`src/rtl/datapath_sequencer_if.sv`:
```
// Command handshake and RA/RB/RZ enable bundle for datapath_sequencer.
// SEQ_STEP_EN adds the single-step qualifier 'step'.
interface datapath_sequencer_if #(
    parameter int CNT_W = 4
);
    logic             start;
    logic [1:0]       op;
    logic [CNT_W-1:0] count;
`ifdef SEQ_STEP_EN
    logic             step;
`endif
    logic             busy;
    logic             done;
    logic             RAin;
    logic             RBin;
    logic             RZin;
    logic             RAout;
    logic             RBout;
    logic             RZout;

    modport master (
        output start, op, count,
`ifdef SEQ_STEP_EN
        output step,
`endif
        input  busy, done, RAin, RBin, RZin, RAout, RBout, RZout
    );

    modport slave (
        input  start, op, count,
`ifdef SEQ_STEP_EN
        input  step,
`endif
        output busy, done, RAin, RBin, RZin, RAout, RBout, RZout
    );
endinterface

```
`src/rtl/datapath_sequencer.sv`:
```
// Microcode-style sequencer for the 8-bit RA/RB/RZ single-bus datapath.
// Optional SEQ_STEP_EN: non-IDLE states advance only on step=1.
module datapath_sequencer #(
    parameter int CNT_W   = 4,
    parameter int ACC_MAX = 15
) (
    input logic                  clock,
    input logic                  clear,
    datapath_sequencer_if.slave  sif
);
    typedef enum logic [2:0] {
        S_IDLE, S_LOADA, S_MOVE, S_ADD0, S_ADD1, S_ACC0, S_ACC1, S_DONE
    } state_e;

    localparam logic [CNT_W-1:0] ACC_MAX_C = ACC_MAX[CNT_W-1:0];

    state_e           state_q, state_d;
    logic [CNT_W-1:0] cnt_q, cnt_d;
    logic [CNT_W-1:0] cnt_lat;
    logic             adv;
    logic             busy_q, done_q;
    logic             rain_q, rbin_q, rzin_q, raout_q, rbout_q, rzout_q;

    assign cnt_lat = (sif.count > ACC_MAX_C) ? ACC_MAX_C : sif.count;
`ifdef SEQ_STEP_EN
    assign adv = sif.step;
`else
    assign adv = 1'b1;
`endif

    always_comb begin
        state_d = state_q;
        cnt_d   = cnt_q;
        unique case (state_q)
            S_IDLE: begin
                if (sif.start) begin
                    unique case (sif.op)
                        2'b00: state_d = S_LOADA;
                        2'b01: state_d = S_MOVE;
                        2'b10: state_d = S_ADD0;
                        default: begin
                            cnt_d   = cnt_lat;
                            state_d = (cnt_lat == '0) ? S_DONE : S_ACC0;
                        end
                    endcase
                end
            end
            S_LOADA: if (adv) state_d = S_DONE;
            S_MOVE:  if (adv) state_d = S_DONE;
            S_ADD0:  if (adv) state_d = S_ADD1;
            S_ADD1:  if (adv) state_d = S_DONE;
            S_ACC0:  if (adv) state_d = S_ACC1;
            S_ACC1: begin
                if (adv) begin
                    cnt_d   = cnt_q - CNT_W'(1);
                    state_d = (cnt_q == CNT_W'(1)) ? S_DONE : S_ACC0;
                end
            end
            S_DONE:  if (adv) state_d = S_IDLE;
            default: state_d = S_IDLE;
        endcase
    end

    // Outputs are decoded from the next state so the registered value tracks the state it belongs to.
    always_ff @(posedge clock or negedge clear) begin
        if (!clear) begin
            state_q <= S_IDLE;
            cnt_q   <= '0;
            busy_q  <= 1'b0;
            done_q  <= 1'b0;
            rain_q  <= 1'b0;
            rbin_q  <= 1'b0;
            rzin_q  <= 1'b0;
            raout_q <= 1'b0;
            rbout_q <= 1'b0;
            rzout_q <= 1'b0;
        end else begin
            state_q <= state_d;
            cnt_q   <= cnt_d;
            busy_q  <= (state_d != S_IDLE);
            done_q  <= (state_d == S_DONE);
            rain_q  <= (state_d == S_LOADA);
            rbin_q  <= (state_d == S_MOVE) || (state_d == S_ADD1) || (state_d == S_ACC1);
            rzin_q  <= (state_d == S_ADD0) || (state_d == S_ACC0);
            raout_q <= (state_d == S_MOVE) || (state_d == S_ADD0);
            rbout_q <= (state_d == S_ACC0);
            rzout_q <= (state_d == S_ADD1) || (state_d == S_ACC1);
        end
    end

    assign sif.busy  = busy_q;
    assign sif.done  = done_q;
    assign sif.RAin  = rain_q;
    assign sif.RBin  = rbin_q;
    assign sif.RZin  = rzin_q;
    assign sif.RAout = raout_q;
    assign sif.RBout = rbout_q;
    assign sif.RZout = rzout_q;
endmodule
```
`src/flat_wrapper.sv`:
```
// flat-port wrapper written by rule: the top's interface ports become plain ports
module datapath_sequencer_flat 
#(
    parameter int CNT_W   = 4,
    parameter int ACC_MAX = 15
)
  (clock, clear, sif_start, sif_op, sif_count, sif_busy, sif_done, sif_RAin, sif_RBin, sif_RZin, sif_RAout, sif_RBout, sif_RZout);
  datapath_sequencer_if #(.CNT_W(CNT_W)) sif_i ();
  input logic clock;
  input logic clear;
  input wire logic [$bits(sif_i.start)-1:0] sif_start;
  input wire logic [$bits(sif_i.op)-1:0] sif_op;
  input wire logic [$bits(sif_i.count)-1:0] sif_count;
  output wire logic [$bits(sif_i.busy)-1:0] sif_busy;
  output wire logic [$bits(sif_i.done)-1:0] sif_done;
  output wire logic [$bits(sif_i.RAin)-1:0] sif_RAin;
  output wire logic [$bits(sif_i.RBin)-1:0] sif_RBin;
  output wire logic [$bits(sif_i.RZin)-1:0] sif_RZin;
  output wire logic [$bits(sif_i.RAout)-1:0] sif_RAout;
  output wire logic [$bits(sif_i.RBout)-1:0] sif_RBout;
  output wire logic [$bits(sif_i.RZout)-1:0] sif_RZout;
  assign sif_i.start = sif_start;
  assign sif_i.op = sif_op;
  assign sif_i.count = sif_count;
  assign sif_busy = sif_i.busy;
  assign sif_done = sif_i.done;
  assign sif_RAin = sif_i.RAin;
  assign sif_RBin = sif_i.RBin;
  assign sif_RZin = sif_i.RZin;
  assign sif_RAout = sif_i.RAout;
  assign sif_RBout = sif_i.RBout;
  assign sif_RZout = sif_i.RZout;
  datapath_sequencer #(.CNT_W(CNT_W), .ACC_MAX(ACC_MAX)) u_core (.clock(clock), .clear(clear), .sif(sif_i));
endmodule
```
`config.mk`:
```
export PLATFORM = sky130hd
export DESIGN_NAME = datapath_sequencer_flat
export DESIGN_NICKNAME = d
export VERILOG_FILES = /design/src/rtl/datapath_sequencer_if.sv /design/src/rtl/datapath_sequencer.sv /design/src/flat_wrapper.sv
export SDC_FILE = /design/constraint.sdc
export NUM_CORES = 1
export LEC_CHECK = 0
export ABC_AREA = 1
export CAP_MARGIN = 15
export CORE_MARGIN = 2
export CORE_UTILIZATION = 48
export DETAILED_ROUTE_END_ITERATION = 16
export PLACE_DENSITY = 0.77
export SLEW_MARGIN = 20
export SYNTH_ARGS = -nofsm -noshare
export SYNTH_HDL_FRONTEND = slang
export SYNTH_SLANG_ARGS = --single-unit
export TNS_END_PERCENT = 10
```
`constraint.sdc`:
```
create_clock -name clock -period 1.65 [get_ports clock]
set_input_delay 0.33 -clock clock [delete_from_list [all_inputs] [get_ports clock]]
set_output_delay 0.33 -clock clock [all_outputs]
set_load 0.05 [all_outputs]
```
-- Word level (Yosys, flattened, before mapping)
Index checks and enable logic that the tools add are counted.
- bits in registers: 15
- input bits: 9
- output and inout bits: 8
- logic and storage cells: 53
- add/sub/neg operators: 1
- magnitude comparators: 1
- equal/unequal tests: 19
- mux-type cells: 9
- reduce and logical (&&, ||, !) cells: 13
- operators by type and width (operator ; number):
    $eq A3 B3 Y1 const B ; 8
    $pmux W3 S6 ; 1
    $eq A3 B2 Y1 const B ; 4
    $mux W4 ; 3
    $pmux W3 S3 ; 1
    $pmux W4 S2 ; 1
    $eq A3 B1 Y1 const B ; 2
    $reduce_or A3 Y1 ; 2
    $logic_or A1 B1 Y1 ; 5
    $eq A4 B1 Y1 const B ; 1
    $gt A4 B4 Y1 const B ; 1
    $logic_not A4 Y1 ; 1
    $mux W2 ; 2
    $ne A2 B2 Y1 const B ; 2
    $sub A4 B1 Y4 const B ; 1
    $logic_not A3 Y1 ; 1
    $mux W3 ; 1
    $reduce_and A3 Y1 ; 1
    $reduce_bool A3 Y1 ; 1
    $eq A2 B1 Y1 const B ; 1
    $eq A2 B2 Y1 const B ; 1
    $logic_not A2 Y1 ; 1
    $reduce_bool A2 Y1 ; 1

-- Depth between registers and ports, before layout
Gate-level depths: netlist of the first run.
- depth after elaboration: 10
- depth in mapped cells: 9

-- Worst setup path after synthesis of the first run
No wires, ideal clock.
- kind: input-to-reg
- start: input sif_op[1]
- end: register u_core.rzin_q, in the netlist u_core.sif.RZin
- library setup time: 0.117 ns
- data arrival time: 1.086 ns
- required time: 1.533 ns
- path slack: 0.447 ns
- cell stages on the path: 8
- buffers on the path: 0
- path through: inv_1 -> ha_1 -> a21boi_0 -> nand2_1 -> nand2_2 -> nand2_4 -> nand3_2 -> nand2_1
- longest elaborated chain between the ends: 6
- elaborated cells between the ends (all ways): 9
- those cells by class: 4 x eq/ne; 3 x mux; 2 x reduce/logical
- RTL lines (what ; line ; RTL):
    start, declared ; flat_wrapper.sv:12 ; input wire logic [$bits(sif_i.op)-1:0] sif_op;
    $eq A2 B2 Y1, or another cell as far along ; datapath_sequencer.sv:37 ; unique case (sif.op)
    $pmux W3 S3 (*) ; datapath_sequencer.sv:37 ;
    $mux W3 (*) ; datapath_sequencer.sv:36 ; if (sif.start) begin
    $pmux W3 S6 (*) ; datapath_sequencer.sv:34 ; unique case (state_q)
    $eq A3 B2 Y1 or $eq A3 B3 Y1 (tied branches) ; datapath_sequencer.sv:84 ; rzin_q <= (state_d == S_ADD0) || (state_d == S_ACC0);
    $logic_or A1 B1 Y1 (*) ; datapath_sequencer.sv:84 ;
    end signal, assigned ; datapath_sequencer.sv:84 ;
    end, declared ; datapath_sequencer.sv:22 ; logic rain_q, rbin_q, rzin_q, raout_q, rbout_q, rzout_q;
Mark *: on every way between the ends. The rest lies on a longest branch, timed or not.
A chain may end at the register's enable or synchronous reset.

-- Worst setup path in the final report of the first run
Same ends and word-level chain as after synthesis.

==> summary.md, run 1 <==
| Metric | Value |
|---|---|
| Outcome | finished clean |
| Clock tree from TritonCTS | yes |
| Detailed router's first-iteration violation count | 10 |
| Layout cells sized above 1 | 28.3% |
| Synth cell types | 24 |
| Setup-failing EPs final | 0 |
| Std-Cell Core Area | 0.00152 mm^2 |
| Number of nets produced by synthesis | between 100 and 150 |
| Initial Util | about 52% |
| Clock tree root buffer cell | clkbuf_4 |
| Clock network latency to the later pin of the worst-skew pair | ~0.27 ns |
| Cts bufs inserted | 3 |
| Synth Instances | approximately 90 |
| Number of port buffers | 16 |
| Global Route Usage Sum | between 10% and 20% |
| Vias | roughly 650 |
| Post-synthesis cell area | 795 um^2 |
| Final Core Density | between 60% and 70% |
| Congestion Overflow GR | 0 |
| Ys flop type | dfrtp_1 |
| Chip Height | around 45 um |
| Most instantiated cells after synthesis | nand2_1, dfrtp_1, inv_1 |
| Clock-pin transition on the worst setup and hold timing paths | around 0.090 ns |
| Yosys reg bits | 15 |
| Hold slack | between 0.3 and 0.4 ns |
| Sum of routed wire segments on met1 | between 600 and 700 um |
| Placed Area | ~970 um^2 |
| Antenna-violating nets left | 0 |
| PostCTS Resize Cnt | 0 |
| Routed length per instance | roughly 11 um |
| Antenna violations before repair | 0 |
| Highest metal layer with signal wires | met4 |
| Hold Fails Final Rpt | 0 |
| Data arrival, critical path | 1.65 ns |
| H-tree depth reported by CTS | 1 |
| Die Span X | around 45 um |
| Mean post-synth cell area | between 8 and 9 um^2 |
| Largest voltage drop on the vdd net | 1.12 mV |
| Sequential cell area fraction in the yosys report | between 40 and 50% |
| Yosys top cell by area | dfrtp_1 |
| Relative max-transition margin | between 80% and 90% |
| Maximum number of buffers from clock root to sink | 2 |
| Required time of the critical path | approximately 1.8 ns |
| Worst min-delay path class | in -> async |
| Nature of the critical path endpoint | register |
| Post-CTS Repair Setup Buffers | 0 |
| Number of maximum-capacitance violations | 0 |
| Total met2 wirelength after detailed routing | about 720 um |
| Leakage power total | roughly 0.52 nW |
| Total power divided by cell area | 2090 mW/mm^2 |
| Beginning of the critical path | sif_op[1] |
| Detail-routed via count per cell | about 5.0 |
| Final critical-path required period | 1.48 ns |
| Maximum achievable frequency | around 680 MHz |
| Synthesis-to-layout area growth | 25.5% |
| Largest net degree at the start of global routing | 16 |
| Count of boundary I/O pins | 17 |
| Share of async-settable or async-resettable flops after synthesis | 100% |
| CTS Hold Buffers Added | 0 |
| Clk_skew | a little under 0.003 ns |
| Critical Setup Path Class | in -> reg |
| Worst reg2reg startpoint | u_core.cnt_q[1] |
| Place WS | -0.124 ns |
| Detailed-placement wirelength estimate | ~1200 um |
| Sink Count | 15 |
| Transition time at the pin with the least slew margin | around 0.21 ns |
| Total number of placement rows | 14 |
| ANT cells | 0 |
| Critical-path maximum fanout | 7 |
| Routability cong. | 0.841 |
| Final Instance Area | 997 um^2 |
| Count of flip-flops with a built-in enable after synthesis | 0 |
| Share of Yosys cell area claimed by the top area cell type | 47.2% |
| Yosys warnings | 0 |
| Die Footprint | about 0.0020 mm^2 |
| DRC viols | 0 |
| Count of nets after finishing | ~130 |
| Final Routed Wirelength | ~1400 um |
| Synth top area cells | dfrtp_1, nand2_1, ha_1, inv_1, nand3_1 |
| Vias in the first global route | 608 |
| Wire length of the first global-routing pass | around 2300 um |
| RSZ-0062 raised after global routing | false |
| Library cell with the highest instance count after synthesis | nand2_1 |
| Length of the first detailed-routing pass in iterations | 4 |
| Final max-slew violation count | 0 |
| Fraction of the cycle the final worst path needs | 89.6% |
| Crit start category | input pin |
| Metal3 WL | 64 um |
| Setup WS post-layout | between 0.15 and 0.2 ns |
## power breakdown
part	total (W)	switching [W]	internal, W
Sequential	0.000644	0.000107	0.000538
Combinational	0.00124	0.000824	0.000413
Clock	0.000203	0.000113	0.0000897
Total	0.00208	0.00104	0.00104
## area by class of cell
class,count,area (um^2)
multi-input cells,59,354
clock inverters,1,5.00
inverters,17,65.1
fillers,127,527
well taps,16,20.0
clock buffers,3,22.5
flip-flops and latches,15,375
repair buffers,18,155
## metrics by stage
stage	cells	setup TNS, ns	power (W)
CTS	129	0	0.00210
detailed placement	125	-0.621	0.00190
global placement	125	-0.467	0.00187
global route	129	0	0.00225
floorplan	91	0	0.00157
finish	129	0	0.00208
## metal layers
metal,vias to the layer above,GRT usage (%)
li1,334,-
met1,300,18.7
met2,12,29.9
met3,2,3.67
met4,0,5.45
met5,-,0
## worst max-delay path: stages
cell and delay [ns]:
clkdlybuf4s50_1 0.48, inv_1 0.05, ha_1 0.25, a21boi_0 0.17
nand2_1 0.09, nand2_2 0.09, nand2_4 0.08, nand3_2 0.07
nand2_1 0.05
## state kept, by name (all words and copies together) (netlist names)
signal and count:
u_core.sif.RBout 1, u_core.sif.RZin 1, u_core.state_q 3, u_core.cnt_q 4, u_core.sif.RAin 1, u_core.sif.RBin 1
u_core.sif.busy 1, u_core.sif.RAout 1, u_core.sif.RZout 1, u_core.sif.done 1
## cell families after synthesis
logic type | synth area share (%)
adders and majority gates | 6.30
and+or+nand+nor | 28.2
xor gates and xnor gates | 1.10
buffers and inverters | 8.19
AOI/OAI and AO/OA | 8.98
DFF | 47.2
## final timing paths
kind	to	cells after the start	slack, ns
worst max-delay path	u_core.sif.RZin	9	0.17
worst min-delay path	u_core.state_q[0]	2	0.36
worst max register to register	u_core.sif.RZin	7	0.35
worst min register to register	u_core.cnt_q[1]	2	0.51
max in group asynchronous	u_core.sif.RAin	2	1.11
min in group clock	u_core.cnt_q[1]	2	0.51
## layout by cell type, fill, tap and decap left out, drive strengths merged
cell type      instances
buf                   10
a21oi                  2
clkdlybuf4s50          8
a21boi                 1
nand4                  2
nand3                  7
nand2                 26
nand3b                 1
o21a                   1
clkinv                 3
inv                   15
o211ai                 1
nor3                   1
dfrtp                 15
clkbuf                 3
o21ai                  6
ha                     4
xnor2                  1
nor2                   6
(Power assumes the default switching activity.)
==> inputs of run 2 (changes only) <==
Settings changed: CAP_MARGIN 15 to 30, GPL_ROUTABILITY_DRIVEN set to 0, REMOVE_ABC_BUFFERS set to 1.
==> results of run 2 <==
Same layout as run 1: the final DEF is identical, and so are final timing and power.
